## src/rtl/quad_encoder_dec.sv

```systemverilog
// Rotary encoder front end for one encoder channel: pin synchronisers, glitch filters, x4
// quadrature decode into a detent-scaled position count, and push-switch debounce with press detect.
module quad_encoder_dec #(
  parameter int unsigned FILT_LEN = 4,
  parameter int unsigned SW_LEN   = 16,
  parameter int unsigned STEPS    = 4,
  parameter int unsigned CNT_W    = 8,
  parameter int unsigned CNT_MAX  = 99,
  parameter int unsigned WRAP     = 1
) (
  input  logic             clk_25MHz,
  input  logic             reset,
  input  logic [1:0]       enc,
  input  logic             enc_sw,
  input  logic             clr,
  output logic [CNT_W-1:0] count,
  output logic             step_up,
  output logic             step_dn,
  output logic             enc_err,
  output logic             sw_level,
  output logic             sw_press
);

  localparam int unsigned SwCntW = $clog2(SW_LEN + 1);
  localparam int unsigned AccW   = $clog2(STEPS) + 2;

  localparam logic [2:0]             QLast  = 3'(FILT_LEN - 1);
  localparam logic [SwCntW-1:0]      SwLast = SwCntW'(SW_LEN - 1);
  localparam logic signed [AccW-1:0] AccMax = AccW'(STEPS - 1);
  localparam logic signed [AccW-1:0] AccMin = -AccMax;
  localparam logic [CNT_W-1:0]       CntMax = CNT_W'(CNT_MAX);

  // Quadrature path
  logic [1:0] q_s1_q, q_s2_q, q_s3_q;
  logic [1:0] qf_q, qf_d;
  logic [1:0] qp_q;
  logic [2:0] q_cnt_q, q_cnt_d;

  // Switch path
  logic              sw_s1_q, sw_s2_q, sw_s3_q;
  logic              swf_q, swf_d;
  logic [SwCntW-1:0] sw_cnt_q, sw_cnt_d;
  logic              sw_press_q, sw_press_d;

  // Position tracking
  logic signed [AccW-1:0] acc_q, acc_d;
  logic [CNT_W-1:0]       count_q, count_d;
  logic                   cnt_inc, cnt_dec;

  // q_s3_q holds the previous s2 so a change on s2 restarts the stability count.
  always_comb begin
    qf_d    = qf_q;
    q_cnt_d = q_cnt_q;
    if ((q_s2_q != q_s3_q) || (q_s2_q == qf_q)) begin
      q_cnt_d = '0;
    end else if (q_cnt_q == QLast) begin
      qf_d    = q_s2_q;
      q_cnt_d = '0;
    end else begin
      q_cnt_d = q_cnt_q + 3'd1;
    end
  end

  always_comb begin
    swf_d    = swf_q;
    sw_cnt_d = sw_cnt_q;
    if ((sw_s2_q != sw_s3_q) || (sw_s2_q == swf_q)) begin
      sw_cnt_d = '0;
    end else if (sw_cnt_q == SwLast) begin
      swf_d    = sw_s2_q;
      sw_cnt_d = '0;
    end else begin
      sw_cnt_d = sw_cnt_q + 1'b1;
    end
    // Pin is active-low: a press is the filtered value falling.
    sw_press_d = swf_q & ~swf_d;
  end

  always_comb begin
    step_up = 1'b0;
    step_dn = 1'b0;
    enc_err = 1'b0;
    unique case ({qp_q, qf_q})
      4'b00_01, 4'b01_11, 4'b11_10, 4'b10_00: step_up = 1'b1;
      4'b00_10, 4'b10_11, 4'b11_01, 4'b01_00: step_dn = 1'b1;
      4'b00_11, 4'b11_00, 4'b01_10, 4'b10_01: enc_err = 1'b1;
      default: ;
    endcase
  end

  always_comb begin
    acc_d   = acc_q;
    cnt_inc = 1'b0;
    cnt_dec = 1'b0;
    if (step_up) begin
      if (acc_q == AccMax) begin
        acc_d   = '0;
        cnt_inc = 1'b1;
      end else begin
        acc_d = acc_q + AccW'(1);
      end
    end else if (step_dn) begin
      if (acc_q == AccMin) begin
        acc_d   = '0;
        cnt_dec = 1'b1;
      end else begin
        acc_d = acc_q - AccW'(1);
      end
    end
    if (clr) begin
      acc_d = '0;
    end
  end

  always_comb begin
    count_d = count_q;
    if (cnt_inc) begin
      if (count_q != CntMax) begin
        count_d = count_q + 1'b1;
      end else if (WRAP != 0) begin
        count_d = '0;
      end
    end else if (cnt_dec) begin
      if (count_q != '0) begin
        count_d = count_q - 1'b1;
      end else if (WRAP != 0) begin
        count_d = CntMax;
      end
    end
    if (clr) begin
      count_d = '0;
    end
  end

  always_ff @(posedge clk_25MHz) begin
    if (reset) begin
      q_s1_q     <= 2'b11;
      q_s2_q     <= 2'b11;
      q_s3_q     <= 2'b11;
      qf_q       <= 2'b11;
      qp_q       <= 2'b11;
      q_cnt_q    <= '0;
      sw_s1_q    <= 1'b1;
      sw_s2_q    <= 1'b1;
      sw_s3_q    <= 1'b1;
      swf_q      <= 1'b1;
      sw_cnt_q   <= '0;
      sw_press_q <= 1'b0;
      acc_q      <= '0;
      count_q    <= '0;
    end else begin
      q_s1_q     <= enc;
      q_s2_q     <= q_s1_q;
      q_s3_q     <= q_s2_q;
      qf_q       <= qf_d;
      qp_q       <= qf_q;
      q_cnt_q    <= q_cnt_d;
      sw_s1_q    <= enc_sw;
      sw_s2_q    <= sw_s1_q;
      sw_s3_q    <= sw_s2_q;
      swf_q      <= swf_d;
      sw_cnt_q   <= sw_cnt_d;
      sw_press_q <= sw_press_d;
      acc_q      <= acc_d;
      count_q    <= count_d;
    end
  end

  assign count    = count_q;
  assign sw_level = ~swf_q;
  assign sw_press = sw_press_q;

endmodule

```

## config.mk

```make
export PLATFORM = sky130hd
export DESIGN_NAME = quad_encoder_dec
export DESIGN_NICKNAME = d
export VERILOG_FILES = /design/src/rtl/quad_encoder_dec.sv
export SDC_FILE = /design/constraint.sdc
export NUM_CORES = 1
export LEC_CHECK = 0
export ABC_AREA = 1
export CAP_MARGIN = 10
export CORE_UTILIZATION = 32
export CTS_BUF_LIST = sky130_fd_sc_hd__clkbuf_8
export CTS_CLUSTER_DIAMETER = 150
export CTS_CLUSTER_SIZE = 25
export DETAILED_ROUTE_END_ITERATION = 12
export MAX_ROUTING_LAYER = met4
export SLEW_MARGIN = 30
export SYNTH_ARGS = -nofsm -noshare
export SYNTH_HDL_FRONTEND = slang
export SYNTH_SLANG_ARGS = --single-unit
export TNS_END_PERCENT = 50
```

## constraint.sdc

```tcl
create_clock -name clk_25MHz -period 1.4 [get_ports clk_25MHz]
set_input_delay 0.14 -clock clk_25MHz [delete_from_list [all_inputs] [get_ports clk_25MHz]]
set_output_delay 0.14 -clock clk_25MHz [all_outputs]
set_load 0.01 [all_outputs]
```

==> flow_metrics.py <==
metrics = {
    "die": {
        "core_um2": 5920,
        "rows": 28,
        "dieArea_um2": 6460,
        "die_x_um": 80.4,
        "initial_core_util_pct": 33.2,
        "chipHeight_um": 80.4,
        "boundaryPins": 19,
    },
    "sta": {
        "hold_viol": 0,
        "finalSetupViolCount": 3,
        "layout_setup_ws_ns": -0.0243,
        "holdWs_ns": 0.408,
        "clock_skew_ns": 0.00657,
        "worst_pin_slew_ns": 0.327,
        "finalCritPeriodShare_pct": 102,
        "max_slew_margin_pct": 78.1,
        "period_minus_slack_ns": 1.42,
        "drv_slew": 0,
        "timing.fmax_mhz": 702,
        "rsz0062_at_grt": "yes",
    },
    "worst_setup_path": {
        "r2r_setup_slack_ns": -0.02,
        "end_kind": "register",
        "cp.arrival_ns": 1.62,
        "crit_type": "register to register",
        "required_ns": 1.60,
        "cp_max_fo": 3,
        "cp-start-kind": "register",
    },
    "cells_and_area": {
        "diodes": 0,
        "fin_nets": 359,
        "final_cell_mix": "nand2_1, buf_4, inv_1",
        "multi_input_area_um2": 1230,
        "utilization_pct": 48.4,
        "fillCellCount": 583,
        "design_area_um2": 2860,
        "syn_to_final_growth_pct": 45.7,
        "seq_area_um2": 728,
        "drive_above_1_share_pct": 35.8,
        "mostFrequentLayoutCell": "nand2_1",
    },
    "placed_design": {
        "pre_cts_ws_ns": -0.0618,
        "place.port_buffers": 18,
        "place_congestion": 0.894,
        "dpl_cell_area_um2": 2490,
        "dp_hpwl_um": 3000,
    },
    "synth": {
        "synth-async-reset-ratio_pct": 0,
        "ys_top_cells_by_area": "dfxtp_1, nand2_1, inv_1",
        "synth_edf_count": 0,
        "netlist.area_leader.share_pct": 35.7,
        "syn_area_per_cell_um2": 7.07,
        "ys_seq_area_share_pct": 35.7,
        "ys_ff_latch": 35,
        "netlist_instances": 278,
        "syn_nets": 294,
        "synthFlopType": "dfxtp_1",
        "ys_types": 31,
        "yosysWarnings": 0,
        "netlist_area_um2": 1960,
        "yosysTopAreaCell": "dfxtp_1",
    },
    "cts": {
        "cts_buffers": 5,
        "cts_tree": "yes",
        "clk_path_buf_depth": 2,
        "clock-sinks": 35,
        "clkSlewWorstSetupHoldPaths_ns": 0.08,
        "htree_levels": 2,
        "insertion_delay_ns": 0.29,
        "root_buffer": "clkbuf_8",
    },
    "global_routing": {
        "grt_first_pass_wirelength_um": 6910,
        "globalRouteTotalUtil_pct": 14.3,
        "antenna_found_initial": 0,
        "grt_max_degree": 14,
        "grt_pass1_vias": 1618,
        "overflow": 0,
    },
    "routing": {
        "drc": 0,
        "vias": 1890,
        "vias_per_cell": 4.51,
        "drtIter0Drc": 71,
        "wl_per_cell_um": 10.9,
        "drt-total-wl_um": 4550,
        "antenna_left": 0,
        "dr.pass1.iters": 4,
    },
    "power_and_ir_drop": {
        "power_density_nw_per_um2": 709,
        "vdd_drop_max_v": 0.000432,
        "leakagePower_uw": 0.00144,
    },
    "flow_run": {
        "maxCapViolCount": 0,
    },
    "outcome": {
        "status": "complete, but fails checks",
        "violations": "negative setup slack",
    },
    "hold_path": {
        "hold_class": "input pin to register",
    },
}
==> timing repair <==
| action | in CTS | in global routing |
|---|---|---|
| resized for setup | 31 | 52 |
| setup endpoints to repair | 20 | 22 |
| hold buffers | 0 | 0 |
| cloned | 0 | 1 |
| buffers inserted | 3 | 3 |
| pin swaps | 0 | 17 |
==> path summary, 6_finish.rpt <==
| kind | cells after the start | to | startpoint |
|---|---|---|---|
| setup / recovery | 10 | count[5] | acc_q[1] |
| hold reg to reg | 1 | sw_s2_q | sw_s1_q |
| setup reg to reg | 10 | count[5] | acc_q[1] |
| hold / removal | 2 | q_s1_q[0] | enc[0] |
==> metal layers <==
metal | routed length (µm) | up-vias | GRT usage [%]
li1 | - | 986 | -
met4 | 59 | 0 | 5.71
met2 | 2250 | 34 | 23.4
met5 | 0 | - | -
met3 | 157 | 9 | 3.07
met1 | 2080 | 861 | 16.9
==> area by class of cell <==
type                    instances  share of cell area, %
well taps                      75                   3.28
clock buffers                   5                   2.40
inverters                      44                   5.94
multi-input cells             194                   43.0
clock inverters                 3                   1.66
repair buffers                 63                   18.3
flip-flops and latches         35                   25.4
==> flip-flops by register name, summed over array words and instances, names as in the netlist, 2 cells and up <==
signal    count
count         8
q_s1_q        2
q_s3_q        2
qp_q          2
q_s2_q        2
qf_q          2
sw_cnt_q      5
q_cnt_q       3
acc_q         4
==> Yosys cell counts, types with 5 or more instances <==
master   instances
nand3_1         15
dfxtp_1         35
ha_1            10
nand2_1         62
a21oi_1          8
inv_2            5
xor2_1           8
or2_2            7
nor2_1          38
o21ai_1          6
xnor2_1          5
o21ai_0         10
inv_1           38
==> power breakdown <==
group | total (µW) | internal [µW] | switching, µW
registers | 1010 | 999 | 6.28
clock network | 960 | 540 | 420
logic | 63.5 | 33.9 | 29.6
total | 2030 | 1570 | 456
==> cells by family (layout without fill, tap and decap cells) <==
family / after synthesis / in the layout / synth area share, %
AND/OR/NAND/NOR: 140 / 141 / 32.8
flip-flops: 35 / 35 / 35.7
adder cells (fa/ha/maj): 10 / 10 / 6.37
buffers and inverters: 50 / 115 / 10.7
XOR/XNOR: 13 / 13 / 5.80
AO/OA/AOI/OAI: 30 / 30 / 8.66
==> stage by stage <==
| step | TNS [ns] | power (µW) | std cells |
|---|---|---|---|
| final | -0.0518 | 2030 | 419 |
| after global placement | -0.104 | 1100 | 404 |
| after floorplan | 0 | 1070 | 278 |
| after CTS | -0.171 | 2060 | 415 |
| after global routing | -0.676 | 2110 | 419 |
| after detailed placement | -0.380 | 1100 | 404 |
==> critical path: stages (launching register included) <==
cell	delay, ns
dfxtp_2	0.35
buf_6	0.12
inv_4	0.06
ha_4	0.14
nand2_4	0.05
nor2_4	0.12
nand2_4	0.11
o21ai_4	0.19
nand3_2	0.09
nand2_1	0.07
inv_1	0.03
Power figures use the tool's default switching activity.
